**src/rtl/alu_ctrl_pkg.sv**
```systemverilog
`default_nettype none
// ============================================================================
// alu_ctrl_pkg : shared decode types and constants for the EX-stage ALU
// Revision     : 1.0
// ============================================================================
package alu_ctrl_pkg;

  typedef enum logic [1:0] {
    ALU_OP_ADD   = 2'b00,
    ALU_OP_SUB   = 2'b01,
    ALU_OP_FUNCT = 2'b10,
    ALU_OP_OR    = 2'b11
  } alu_op_e;

  typedef enum logic [2:0] {
    CTRL_ADD = 3'd0,
    CTRL_SUB = 3'd1,
    CTRL_AND = 3'd2,
    CTRL_OR  = 3'd3,
    CTRL_SLT = 3'd4,
    CTRL_MUL = 3'd7
  } alu_ctrl_e;

  localparam logic [5:0] FUNCT_ADD  = 6'b100000;
  localparam logic [5:0] FUNCT_SUB  = 6'b100010;
  localparam logic [5:0] FUNCT_AND  = 6'b100100;
  localparam logic [5:0] FUNCT_OR   = 6'b100101;
  localparam logic [5:0] FUNCT_SLT  = 6'b101010;
  localparam logic [5:0] FUNCT_MULT = 6'b011000;

  typedef logic [0:0] state_t;
  localparam logic [0:0] ST_IDLE = 1'b0;
  localparam logic [0:0] ST_MUL  = 1'b1;

endpackage
`default_nettype wire

```
**src/rtl/alu_ctrl_exec_mul_iter.sv**
```systemverilog
`default_nettype none
// ============================================================================
// mul_iter : iterative shift-add multiplier, one multiplier bit per cycle
// Revision : 1.0
// ============================================================================
module mul_iter #(
  parameter int DATA_W     = 32,
  parameter int MUL_SIGNED = 1
) (
  input  logic                  clk,
  input  logic                  rst,
  input  logic                  abort,
  input  logic                  start,
  input  logic [DATA_W-1:0]     a,
  input  logic [DATA_W-1:0]     b,
  output logic                  done,
  output logic [2*DATA_W-1:0]   product
);

  localparam int CNT_W = $clog2(DATA_W);

  logic                  busy;
  logic [CNT_W-1:0]      count;
  logic [2*DATA_W-1:0]   acc;
  logic [2*DATA_W-1:0]   acc_next;
  logic [2*DATA_W-1:0]   mcand;
  logic [DATA_W-1:0]     mplier;
  logic                  neg;
  logic [DATA_W-1:0]     mag_a;
  logic [DATA_W-1:0]     mag_b;
  logic                  start_neg;

  // Negating the most-negative value wraps to itself, which read as unsigned is
  // exactly its magnitude, so no extra width is needed here.
  generate
    if (MUL_SIGNED != 0) begin : g_signed
      assign mag_a     = a[DATA_W-1] ? -a : a;
      assign mag_b     = b[DATA_W-1] ? -b : b;
      assign start_neg = a[DATA_W-1] ^ b[DATA_W-1];
    end else begin : g_unsigned
      assign mag_a     = a;
      assign mag_b     = b;
      assign start_neg = 1'b0;
    end
  endgenerate

  assign acc_next = acc + (mplier[0] ? mcand : '0);
  assign done     = busy && (count == CNT_W'(DATA_W - 1));
  assign product  = neg ? -acc_next : acc_next;

  always_ff @(posedge clk or posedge rst) begin
    if (rst) begin
      busy   <= 1'b0;
      count  <= '0;
      acc    <= '0;
      mcand  <= '0;
      mplier <= '0;
      neg    <= 1'b0;
    end else if (abort) begin
      busy  <= 1'b0;
      count <= '0;
    end else if (start) begin
      busy   <= 1'b1;
      count  <= '0;
      acc    <= '0;
      mcand  <= {{DATA_W{1'b0}}, mag_a};
      mplier <= mag_b;
      neg    <= start_neg;
    end else if (busy) begin
      acc    <= acc_next;
      mcand  <= mcand << 1;
      mplier <= mplier >> 1;
      if (done) begin
        busy  <= 1'b0;
        count <= '0;
      end else begin
        count <= count + 1'b1;
      end
    end
  end

endmodule
`default_nettype wire

```
**src/rtl/alu_ctrl_exec.sv**
```systemverilog
`default_nettype none
// ============================================================================
// alu_ctrl_exec : EX-stage ALU decode + execute with valid/ready handshakes
// Revision      : 1.0
// ============================================================================
module alu_ctrl_exec
  import alu_ctrl_pkg::*;
#(
  parameter int DATA_W     = 32,
  parameter int FUNCT_W    = 6,
  parameter int MUL_SIGNED = 1
) (
  input  logic               clk_i,
  input  logic               rst_i,
  input  logic               flush_i,
  input  logic               valid_i,
  output logic               ready_o,
  input  logic [1:0]         ALU_op_i,
  input  logic [FUNCT_W-1:0] funct_i,
  input  logic [DATA_W-1:0]  src1_i,
  input  logic [DATA_W-1:0]  src2_i,
  output logic               valid_o,
  input  logic               ready_i,
  output logic [DATA_W-1:0]  result_o,
  output logic [DATA_W-1:0]  hi_o,
  output logic               zero_o,
  output logic [2:0]         ALU_Ctrl_o,
  output logic               illegal_o
);

  state_t                state;
  logic                  accept;
  alu_ctrl_e             dec_ctrl;
  logic                  dec_illegal;
  logic                  dec_mul;
  logic [DATA_W-1:0]     alu_res;
  logic                  mul_start;
  logic                  mul_done;
  logic [2*DATA_W-1:0]   mul_product;

  assign ready_o   = (state == ST_IDLE) && !flush_i && (!valid_o || ready_i);
  assign accept    = valid_i && ready_o;
  assign dec_mul   = (dec_ctrl == CTRL_MUL);
  assign mul_start = accept && dec_mul;
  assign zero_o    = (result_o == '0);

  always_comb begin
    dec_ctrl    = CTRL_ADD;
    dec_illegal = 1'b0;
    case (alu_op_e'(ALU_op_i))
      ALU_OP_ADD: dec_ctrl = CTRL_ADD;
      ALU_OP_SUB: dec_ctrl = CTRL_SUB;
      ALU_OP_OR:  dec_ctrl = CTRL_OR;
      default: begin
        case (funct_i)
          FUNCT_W'(FUNCT_ADD):  dec_ctrl = CTRL_ADD;
          FUNCT_W'(FUNCT_SUB):  dec_ctrl = CTRL_SUB;
          FUNCT_W'(FUNCT_AND):  dec_ctrl = CTRL_AND;
          FUNCT_W'(FUNCT_OR):   dec_ctrl = CTRL_OR;
          FUNCT_W'(FUNCT_SLT):  dec_ctrl = CTRL_SLT;
          FUNCT_W'(FUNCT_MULT): dec_ctrl = CTRL_MUL;
          default: begin
            dec_ctrl    = CTRL_ADD;
            dec_illegal = 1'b1;
          end
        endcase
      end
    endcase
  end

  always_comb begin
    alu_res = src1_i + src2_i;
    case (dec_ctrl)
      CTRL_SUB: alu_res = src1_i - src2_i;
      CTRL_AND: alu_res = src1_i & src2_i;
      CTRL_OR:  alu_res = src1_i | src2_i;
      CTRL_SLT: alu_res = {{(DATA_W-1){1'b0}}, ($signed(src1_i) < $signed(src2_i))};
      default:  alu_res = src1_i + src2_i;
    endcase
  end

  mul_iter #(
    .DATA_W     (DATA_W),
    .MUL_SIGNED (MUL_SIGNED)
  ) u_mul_iter (
    .clk     (clk_i),
    .rst     (rst_i),
    .abort   (flush_i),
    .start   (mul_start),
    .a       (src1_i),
    .b       (src2_i),
    .done    (mul_done),
    .product (mul_product)
  );

  // Accepting any op implies the previous result drains this cycle, so a
  // multiply start may drop valid_o unconditionally.
  always_ff @(posedge clk_i or posedge rst_i) begin
    if (rst_i) begin
      state      <= ST_IDLE;
      valid_o    <= 1'b0;
      result_o   <= '0;
      hi_o       <= '0;
      ALU_Ctrl_o <= 3'd0;
      illegal_o  <= 1'b0;
    end else if (flush_i) begin
      state   <= ST_IDLE;
      valid_o <= 1'b0;
    end else begin
      case (state)
        ST_IDLE: begin
          if (accept) begin
            if (dec_mul) begin
              state   <= ST_MUL;
              valid_o <= 1'b0;
            end else begin
              result_o   <= alu_res;
              ALU_Ctrl_o <= dec_ctrl;
              illegal_o  <= dec_illegal;
              valid_o    <= 1'b1;
            end
          end else if (ready_i) begin
            valid_o <= 1'b0;
          end
        end
        ST_MUL: begin
          if (mul_done) begin
            state      <= ST_IDLE;
            hi_o       <= mul_product[2*DATA_W-1:DATA_W];
            result_o   <= mul_product[DATA_W-1:0];
            ALU_Ctrl_o <= CTRL_MUL;
            illegal_o  <= 1'b0;
            valid_o    <= 1'b1;
          end
        end
        default: state <= ST_IDLE;
      endcase
    end
  end

endmodule
`default_nettype wire

```
**config.mk**
```make
export PLATFORM = sky130hd
export DESIGN_NAME = alu_ctrl_exec
export DESIGN_NICKNAME = d
export VERILOG_FILES = /design/src/rtl/alu_ctrl_pkg.sv /design/src/rtl/alu_ctrl_exec_mul_iter.sv /design/src/rtl/alu_ctrl_exec.sv
export SDC_FILE = /design/constraint.sdc
export NUM_CORES = 1
export LEC_CHECK = 0
export BUFFER_PORTS_ARGS = -buffer_cell sky130_fd_sc_hd__clkbuf_2
export CAP_MARGIN = 20
export CORE_MARGIN = 10
export CORE_UTILIZATION = 25
export CTS_BUF_LIST = sky130_fd_sc_hd__clkbuf_8
export DETAILED_ROUTE_END_ITERATION = 8
export PLACE_DENSITY = 0.5
export SKIP_CTS_REPAIR_TIMING = 1
export SLEW_MARGIN = 20
export SYNTH_ARGS = -nofsm -noshare
export SYNTH_HDL_FRONTEND = slang
export SYNTH_SLANG_ARGS = --single-unit
```
**constraint.sdc**
```tcl
create_clock -name clk_i -period 11.9 [get_ports clk_i]
set_input_delay 1.785 -clock clk_i [delete_from_list [all_inputs] [get_ports clk_i]]
set_output_delay 1.785 -clock clk_i [all_outputs]
set_load 0.02 [all_outputs]
```
======== Yosys cells after proc, flatten, opt, wreduce, memory -nomap -nowiden ========
Index checks and enable logic that the tools add are counted.
cells by class
  reduce and logical (&&, ||, !) cells .... 19
  mux-type cells .......................... 45
  bitwise gates (word level) .............. 5
  equal/unequal tests ..................... 19
  order comparisons ....................... 1
  div/mod/pow operators ................... 0
  multipliers ............................. 0
  shift operators ......................... 0
  $add $sub $neg .......................... 7
operator list
  cell                count
  $mux 64             6
  $mux 32             7
  $pmux 32 s4         1
  $add 64x64->64      1
  $neg 32->32         2
  $neg 64->64         1
  $pmux 32 s2         1
  $add 32x32->32      1
  $and 32x32->32      1
  $logic_not 32->1    1
  $lt 32x32->1        1
  $or 32x32->32       1
  $sub 32x32->32      1
  $eq 6x6->1 const B  5
  $mux 5              4
  $mux 1              17
  $pmux 3 s5          1
  $mux 3              3
  $pmux 3 s3          1
  $eq 3x2->1 const B  2
  $eq 3x3->1 const B  2
  $eq 6x5->1 const B  1
  $pmux 1 s2          3
  $pmux 3 s2          1
  22 further kinds    31
storage, ports and cells
  memory bits (writable) .................. 0
  memory bits (read-only) ................. 0
  flip-flop bits (word level) ............. 237
  output and inout bits ................... 71
  bits in latches ......................... 0
  input port bits ......................... 77
  memories ................................ 0

======== Longest topological paths before layout ========
Gate-level depths: netlist (run 1).
  word-level depth ........................ 8
  gate-level depth with buffers ........... 20

======== Cells and area by module ========
Synthesis (run 1) repeated with hierarchy kept, for this count alone.
second synthesis, totals
  cell total of the unflattened synthesis .. 2904
  area, all modules ....................... 22536.6 µm²
modules (own cells, without submodules)
  module         area an instance (µm²)  sequential area each (µm²)  instances  cells each
  mul_iter       14585.2                 4179.0                      1          1876
  alu_ctrl_exec  7951.4                  1751.7                      1          1028

======== Worst setup path after synthesis (run 1) ========
OpenSTA, ideal clock, no wires.
  kind .................................... input to register
  start ................................... in src1_i[0]
  end ..................................... reg result_o[0]
  data required time ...................... 11817 ps
  setup slack ............................. 6812 ps
  data arrival time ....................... 5006 ps
  library setup time ...................... 83 ps
  stages .................................. 16
  cells stage by stage .................... inv_1 ha_1 inv_1 fa_1 nor2b_1 o21ai_0 a31oi_1 a211o_1 a311oi_1 o311ai_0 a31oi_1 nor2_1 or2_2 a2111oi_0 a2111oi_0 o21ai_0
between the ends
  longest elaborated chain between the ends .. 5
  elaborated cells between the ends (all ways) .. 9
ends and longest elaborated chain
  item                                    RTL line              source
  start: declaration                      alu_ctrl_exec.sv:20   input logic [DATA_W-1:0] src1_i,
  $add 32x32->32 (tied with other cells)  alu_ctrl_exec.sv:78   default: alu_res = src1_i + src2_i;
  $pmux 32 s4 *                           alu_ctrl_exec.sv:73   case (dec_ctrl)
  $mux 32 *                               alu_ctrl_exec.sv:113  if (dec_mul) begin
  $mux 32 *                               alu_ctrl_exec.sv:112  if (accept) begin
  $pmux 32 s2 *                           alu_ctrl_exec.sv:110  case (state)
  end signal: assignment                  alu_ctrl_exec.sv:117  result_o <= alu_res;
  end signal: assignment                  alu_ctrl_exec.sv:130  result_o <= mul_product[DATA_W-1:0];
  end: declaration                        alu_ctrl_exec.sv:24   output logic [DATA_W-1:0] result_o,
Every way passes the cells marked *; elsewhere a longest branch is shown, timed or not. The select of a mux whose other input is x is not followed.
A chain may end at the register's enable or synchronous reset.

======== Worst setup path after layout (run 1) ========
  start ................................... reg u_mul_iter.mplier[0]
  end ..................................... reg hi_o[31]
between the ends
  longest elaborated chain between the ends .. 4
ends and longest elaborated chain
  item                      RTL line                      source
  start: declaration        alu_ctrl_exec_mul_iter.sv:27  logic [DATA_W-1:0] mplier;
  start signal: assignment  alu_ctrl_exec_mul_iter.sv:67  mplier <= mag_b;
  start signal: assignment  alu_ctrl_exec_mul_iter.sv:72  mplier <= mplier >> 1;
  $mux 64 *                 alu_ctrl_exec_mul_iter.sv:47  assign acc_next = acc + (mplier[0] ? mcand : '0);
  $add 64x64->64 *          alu_ctrl_exec_mul_iter.sv:47
  $neg 64->64               alu_ctrl_exec_mul_iter.sv:49  assign product = neg ? -acc_next : acc_next;
  $mux 64 *                 alu_ctrl_exec_mul_iter.sv:49
  end signal: assignment    alu_ctrl_exec.sv:129          hi_o <= mul_product[2*DATA_W-1:DATA_W];
  end: declaration          alu_ctrl_exec.sv:25           output logic [DATA_W-1:0] hi_o,
Every way passes the cells marked *; elsewhere a longest branch is shown, timed or not.

==> results.toml, run 1 <==
[grt]
antenna_found_initial = 8
track_usage = 0.157
gr-total-overflow = 0
grt_pass1_wl_um = 123000
grt_pass1_vias = 20300
grt_max_degree = 99

[clocking]
cts_tree = "done"
cts_buffers = 50
cts_max_path_buffers = 3
clkSlewWorstSetupHoldPaths_ps = 60
root_buffer = "clkbuf_8"
clock_sinks = 237
clock_latency_ps = 690
h-tree-depth = 2

[timing]
fin_setup_tns_ps = 0
slew_violations = 0
skew_ps = 68.5
fin_crit_sh = 0.489
setup_viol = 0
hold_viol_final = 0
rsz0062_at_grt = "no"
slew_headroom = 0.373
max_freq_ghz = 0.172
worst_slack_ps = 6080
min_period_ps = 5820
worst_slew_pin_slew_ps = 941

[setup_path]
crit_family = "simple AND/OR/NAND/NOR gates"
worstPathMaxFanout = 63
crit_path_frequent_cell = "xnor2_1"
cp_data_required_time_ps = 12380
path_cells = "buf_4 > and2_1 > ha_1 > inv_1 > fa_1 > nor2b_1 > o31a_4 > a21oi_1 > a211o_1 > and3_1 > o31a_1 > xnor2_1 > and3_2 > nor4b_4 > nand4_2 > o41ai_2 > xnor2_1 > o21ai_1"
critical_path_class = "flop to flop"
crit_path_end_kind = "flop"
path_buf_inv = 2
slowest_stage = "nor4b_4"
arrival_ps = 6300
slowest_delay_ps = 620
cp-start-kind = "flop"

[layout]
ff_latch_area_sq_mm = 0.00593
multiInputGateArea_sq_mm = 0.0145
final_cell_mix = "414 x nand2_1, 307 x o21ai_0, 249 x a21oi_1"
nNetsFinal = 3131
area_growth_pct = 13.3
drive_above_1_share = 0.106
fill_cells = 9389
final_common_cell = "nand2_1"

[synth]
ys_seq_area_frac = 0.276
synthFlopType = "dfrtp_1"
yosysWarnings = 0
synth.ff_latch_count = 237
synth_edf_count = 0
synthArstFlopShare = 1.00
yosysUniqueCellTypes = 103
syn_inst = 2808
synthesis.area_sq_mm = 0.0215
synth_nets = 3052
syn_area_per_cell_sq_um = 7.65

[routing]
avgViaCountPerCell = 5.14
ant_nets = 0
dr.pass1.iters = 6
avgRoutedWirePerCell_um = 19.5
drc = 0
first_iter_violations = 1606
wl_um = 79500
vias = 20900

[floorplanning]
die_area_sq_mm = 0.0980
ios = 148
start_util = 0.252
rows = 107
die_w_um = 313
die_h_um = 313
core_sq_mm = 0.0851

[placed_design]
numPortBuffers = 147
pre_cts_ws_ps = 5540
gp_congestion = 0.900
hpwl_um = 60500

[pwr]
p_leak_nw = 10.7
vdd_drop_max_v = 0.0000711
power.density_mw_per_mm2 = 98.4

[job]
drv_cap = 0

[hold_path]
hold_class = "flop to flop"

[run_status]
outcome = "finished clean"
## where the power goes
group          switching (mW)  internal, mW  leakage, nW
sequential             0.0443         0.845         3.18
combinational           0.391         0.197         6.93
clock                   0.407         0.510        0.590
total                   0.843          1.55         10.7
## registers in the layout, summed over array words and instances (netlist names)
name / count
u_mul_iter.acc: 64
u_mul_iter.mcand: 64
hi_o: 32
result_o: 32
u_mul_iter.mplier: 32
u_mul_iter.count: 5
ALU_Ctrl_o: 3
illegal_o: 1
state: 1
u_mul_iter.busy: 1
u_mul_iter.neg: 1
valid_o: 1
## logic make-up after synthesis
group | after synthesis | share of synthesized area
multiplexers | 11 | 0.00519
AO/OA/AOI/OAI | 977 | 0.285
AND/OR/NAND/NOR | 969 | 0.211
XOR/XNOR | 180 | 0.0734
flip-flops | 237 | 0.276
buffers and inverters | 267 | 0.0502
adder cells (fa/ha/maj) | 167 | 0.0984
## worst paths after layout
| path | startpoint | endpoint | slack (ps) | cells after the start |
|---|---|---|---|---|
| hold reg to reg | ALU_Ctrl_o[2] | ALU_Ctrl_o[2] | 470 | 2 |
| setup / recovery | u_mul_iter.mplier[0] | hi_o[31] | 6080 | 18 |
| max in group asynchronous | rst_i | u_mul_iter.mplier[23] | 9240 | 3 |
| min in group asynchronous | rst_i | u_mul_iter.count[2] | 1230 | 2 |
| hold / removal | ALU_Ctrl_o[2] | ALU_Ctrl_o[2] | 470 | 2 |
| setup reg to reg | u_mul_iter.mplier[0] | hi_o[31] | 6080 | 18 |
## final cells by class
| class | instances | area share |
|---|---|---|
| multi-input combinational | 2304 | 0.597 |
| sequential | 237 | 0.244 |
| tap | 1144 | 0.0589 |
| timing repair buffer | 177 | 0.0397 |
| clock buffer | 58 | 0.0328 |
| inverter | 117 | 0.0184 |
| clock inverter | 29 | 0.00931 |
| antenna | 3 | 0.000309 |
## routing by layer
| metal | track usage | up-vias | share of wire |
|---|---|---|---|
| met4 | 0.0539 | 10 | 0.033 |
| met1 | 0.222 | 10000 | 0.48 |
| met5 | 0 | - | 0.00097 |
| li1 | - | 10200 | - |
| met3 | 0.0292 | 126 | 0.059 |
| met2 | 0.237 | 567 | 0.43 |
## worst reg2reg max path, stage by stage (launching register included)
cell,delay (ps)
dfrtp_1,360
buf_4,500
and2_1,220
ha_1,180
inv_1,60
fa_1,400
nor2b_1,200
o31a_4,210
a21oi_1,160
a211o_1,340
and3_1,330
o31a_1,350
xnor2_1,360
and3_2,310
nor4b_4,620
nand4_2,360
o41ai_2,440
xnor2_1,150
o21ai_1,80
## synthesized netlist by cell type, types with 5 or more instances
library cell | n | area [sq um]
o311ai_0 | 6 | 52.6
clkbuf_1 | 124 | 465
a221o_1 | 10 | 100
nor3_1 | 42 | 210
or2_2 | 13 | 81.3
o31ai_1 | 53 | 398
o21ai_0 | 307 | 1540
nand2b_1 | 18 | 113
o21ai_1 | 23 | 115
or4_1 | 10 | 75.1
nor4_1 | 23 | 144
a21oi_1 | 250 | 1250
o22ai_1 | 16 | 100
a311oi_1 | 6 | 52.6
a31oi_1 | 25 | 156
buf_2 | 11 | 55.1
o211ai_1 | 24 | 180
inv_1 | 117 | 439
a21boi_0 | 7 | 52.6
o21a_1 | 25 | 188
nor2_1 | 220 | 826
or3_1 | 11 | 68.8
a211oi_1 | 28 | 210
xnor2_1 | 135 | 1180
ha_1 | 164 | 2050
dfrtp_1 | 237 | 5930
buf_1 | 5 | 18.8
a211o_1 | 7 | 61.3
nand3_1 | 43 | 215
nor2b_1 | 17 | 106
o41ai_1 | 8 | 70.1
a221oi_1 | 18 | 158
mux2i_1 | 10 | 100
and2_1 | 77 | 482
nand2_1 | 414 | 1550
a22o_1 | 30 | 263
o221ai_1 | 6 | 52.6
a21o_1 | 36 | 270
xor2_1 | 45 | 394
and3_1 | 17 | 106
nor3b_1 | 5 | 37.5
nand4_1 | 30 | 188
o21bai_1 | 31 | 233
## through the flow
| stage | power, mW | std cells | instance area, sq um | hold slack, ps | utilization |
|---|---|---|---|---|---|
| floorplan | 1.26 | 2808 | 21500 | 445 | - |
| global placement | 1.48 | 3979 | 23300 | 457 | 0.273 |
| detailed placement | 1.48 | 3979 | 23300 | 459 | 0.273 |
| CTS | 2.42 | 4066 | 24300 | 470 | 0.286 |
| global route | 2.52 | 4068 | 24300 | 486 | 0.286 |
| finish | 2.39 | 4069 | 24300 | 469 | 0.286 |
Note: power is estimated with default switching activity, not from simulation.
==> run 2: changes to the inputs <==
--- a/config.mk
+++ b/config.mk
@@ -5,13 +5,14 @@
 export SDC_FILE = /design/constraint.sdc
 export NUM_CORES = 1
 export LEC_CHECK = 0
+export ABC_AREA = 1
 export BUFFER_PORTS_ARGS = -buffer_cell sky130_fd_sc_hd__clkbuf_2
 export CAP_MARGIN = 20
 export CORE_MARGIN = 10
 export CORE_UTILIZATION = 25
 export CTS_BUF_LIST = sky130_fd_sc_hd__clkbuf_8
 export DETAILED_ROUTE_END_ITERATION = 8
-export PLACE_DENSITY = 0.5
+export PLACE_DENSITY = 0.51
 export SKIP_CTS_REPAIR_TIMING = 1
 export SLEW_MARGIN = 20
 export SYNTH_ARGS = -nofsm -noshare
==> constraint.sdc (replaced) <==
create_clock -name clk_i -period 5.35 [get_ports clk_i]
set_input_delay 0.8025 -clock clk_i [delete_from_list [all_inputs] [get_ports clk_i]]
set_output_delay 0.8025 -clock clk_i [all_outputs]
set_load 0.02 [all_outputs]
==> results.toml, run 2 <==
[run_status]
outcome = "finished clean"

[routing]
drc = 0
vias = 27300
avgViaCountPerCell = 4.87
wl_um = 106000
ant_nets = 0
first_iter_violations = 2341
dr.pass1.iters = 6
avgRoutedWirePerCell_um = 18.9

[timing]
rsz0062_at_grt = "no"
min_period_ps = 4310
hold_slack_ps = 306
worst_slew_pin_slew_ps = 1050
skew_ps = 67.2
fin_crit_sh = 0.805
slew_violations = 0
slew_headroom = 0.295
fin_setup_tns_ps = 0
setup_viol = 0
max_freq_ghz = 0.232
hold_viol_final = 0

[grt]
gr-total-overflow = 0
antenna_found_initial = 7
grt_max_degree = 118
track_usage = 0.183
grt_pass1_vias = 25800
grt_pass1_wl_um = 159000

[floorplanning]
core_sq_mm = 0.0981
rows = 115
die_area_sq_mm = 0.112
die_h_um = 334
start_util = 0.251
ios = 148
die_w_um = 334

[layout]
nNetsFinal = 4527
fin_cells = 5611
drive_above_1_share = 0.0759
area_growth_pct = 13.0
final_cell_mix = "1375 x nand2_1, 694 x inv_1, 385 x nor2_1"
fin_area_sq_mm = 0.0278
reg.largest.list = "u_mul_iter.acc: 64 flops, u_mul_iter.mcand: 64 flops"
final_common_cell = "nand2_1"

[clocking]
cts_max_path_buffers = 3
root_buffer = "clkbuf_8"
clock_latency_ps = 700
cts_buffers = 48
clkSlewWorstSetupHoldPaths_ps = 60
h-tree-depth = 2
clock_sinks = 237
cts_tree = "done"

[synth]
syn_area_per_cell_sq_um = 5.90
syn_inst = 4179
synthMuxAreaShare = 0
synth_nets = 4423
ys_seq_area_frac = 0.241
yosysUniqueCellTypes = 52
synthFlopType = "dfrtp_1"
synth.ff_latch_count = 237
synth_area_leader_cell = "dfrtp_1"
synth.area.top_cells = "dfrtp_1 24%, nand2_1 21%, inv_1 10%, ha_1 8.3%, nor2_1 5.9%"
synth-compound-area-share = 0.157
synth-simple-area-share = 0.365
yosysWarnings = 0
synthesis.area_sq_mm = 0.0246
synth_edf_count = 0
synth_fa_ha_area_frac = 0.0857
synthArstFlopShare = 1.00
synthMostInstantiatedCell = "nand2_1"
synth_top_family_by_area = "simple AND/OR/NAND/NOR gates"
synth_top_cell_area_share = 0.241
ys_top_cells_by_count = "1375 x nand2_1, 686 x inv_1, 386 x nor2_1, 241 x nand3_1, 237 x dfrtp_1"
yosys.area_share.xor_xnor = 0.0270

[hold_path]
hold_class = "primary input to async pin"

[setup_path]
path_cells = "buf_4 > nand2_1 > inv_1 > ha_1 > nand2_1 > nor2_1 > nand2_1 > nor2_1 > nand2_1 > nand3_1 > nand2_1 > nand2_1 > nand2_1 > nor2_1 > nand2_1 > nor2_2 > nand3_1 > nand2_2 > nand3_1 > nand3_1 > nand2_1"
cp_data_required_time_ps = 5870
cp.depth = 21
worstPathMaxFanout = 24
arrival_ps = 4820
crit_path_frequent_cell = "nand2_1"
critical_path_class = "flop to flop"
cp-start-kind = "flop"
critPathLaunch = "u_mul_iter.mplier[0]"
path_buf_inv = 2
r2r_cells = 21
slowest_delay_ps = 580
r2r-start = "u_mul_iter.mplier[0]"
slowest_stage = "dfrtp_2"
crit_family = "simple AND/OR/NAND/NOR gates"
crit_path_end_kind = "flop"

[placed_design]
hpwl_um = 86300
gp_congestion = 0.968
numPortBuffers = 147
place_area_sq_mm = 0.0268
place_inst = 5520

[pwr]
power.density_mw_per_mm2 = 288
vdd_drop_max_v = 0.000158
power_mw = 8.02
p_leak_nw = 15.2

[job]
drv_cap = 0
[run 2: changes by cell type after synthesis, moves of 28 or more]
cell | previous run | this run
clkbuf_1 | 124 | 92
o21ai_0 | 307 | 224
inv_1 | 117 | 686
o21ai_1 | 23 | 73
o31ai_1 | 53 | 6
a21o_1 | 36 | 2
xnor2_1 | 135 | 5
nor2_1 | 220 | 386
a22o_1 | 30 | 2
and2_1 | 77 | 3
o22ai_1 | 16 | 44
nand2_1 | 414 | 1375
nand3_1 | 43 | 241
[run 2: area by class of cell]
class	instances	area [sq um]
Fill cell	11300	70300
Antenna cell	5	12.5
Multi-Input combinational cell	3130	15700
Timing Repair Buffer	173	968
Clock inverter	27	236
Sequential cell	237	5930
Clock buffer	59	812
Inverter	693	2610
Tap cell	1287	1610
[run 2: worst paths after layout]
kind / end / slack, ps
min reg2reg: u_mul_iter.mplier[20] / 480
min in group clk_i: u_mul_iter.mplier[0] / 450
max reg2reg: hi_o[27] / 1040
min: u_mul_iter.acc[29] / 310
max in group asynchronous: hi_o[27] / 3840
max: hi_o[27] / 1040
[run 2: stage by stage]
step | setup WS, ps | utilization
global placement | 1170 | 0.273
detailed placement | 1160 | 0.273
floorplan | 1440 | -
finish | 1040 | 0.284
CTS | 1110 | 0.284
global route | 691 | 0.284
[run 2: where the power goes]
group | internal, mW | switching [mW]
clock | 1.19 | 0.950
sequential | 2.01 | 0.229
combinational | 1.04 | 2.60
total | 4.24 | 3.78
[run 2: kinds of logic after synthesis]
group,after synthesis
simple gates,2188
fa+ha+maj,167
buf+inv,812
flops,237
xor+xnor,76
compound gates,699
[run 2: per-layer routing]
metal,GRT usage,wire (um),vias to the layer above
li1,-,-,13500
met1,0.258,50000,12800
met2,0.283,45200,888
met3,0.0287,7150,155
met4,0.0578,3430,4
met5,0,22,-
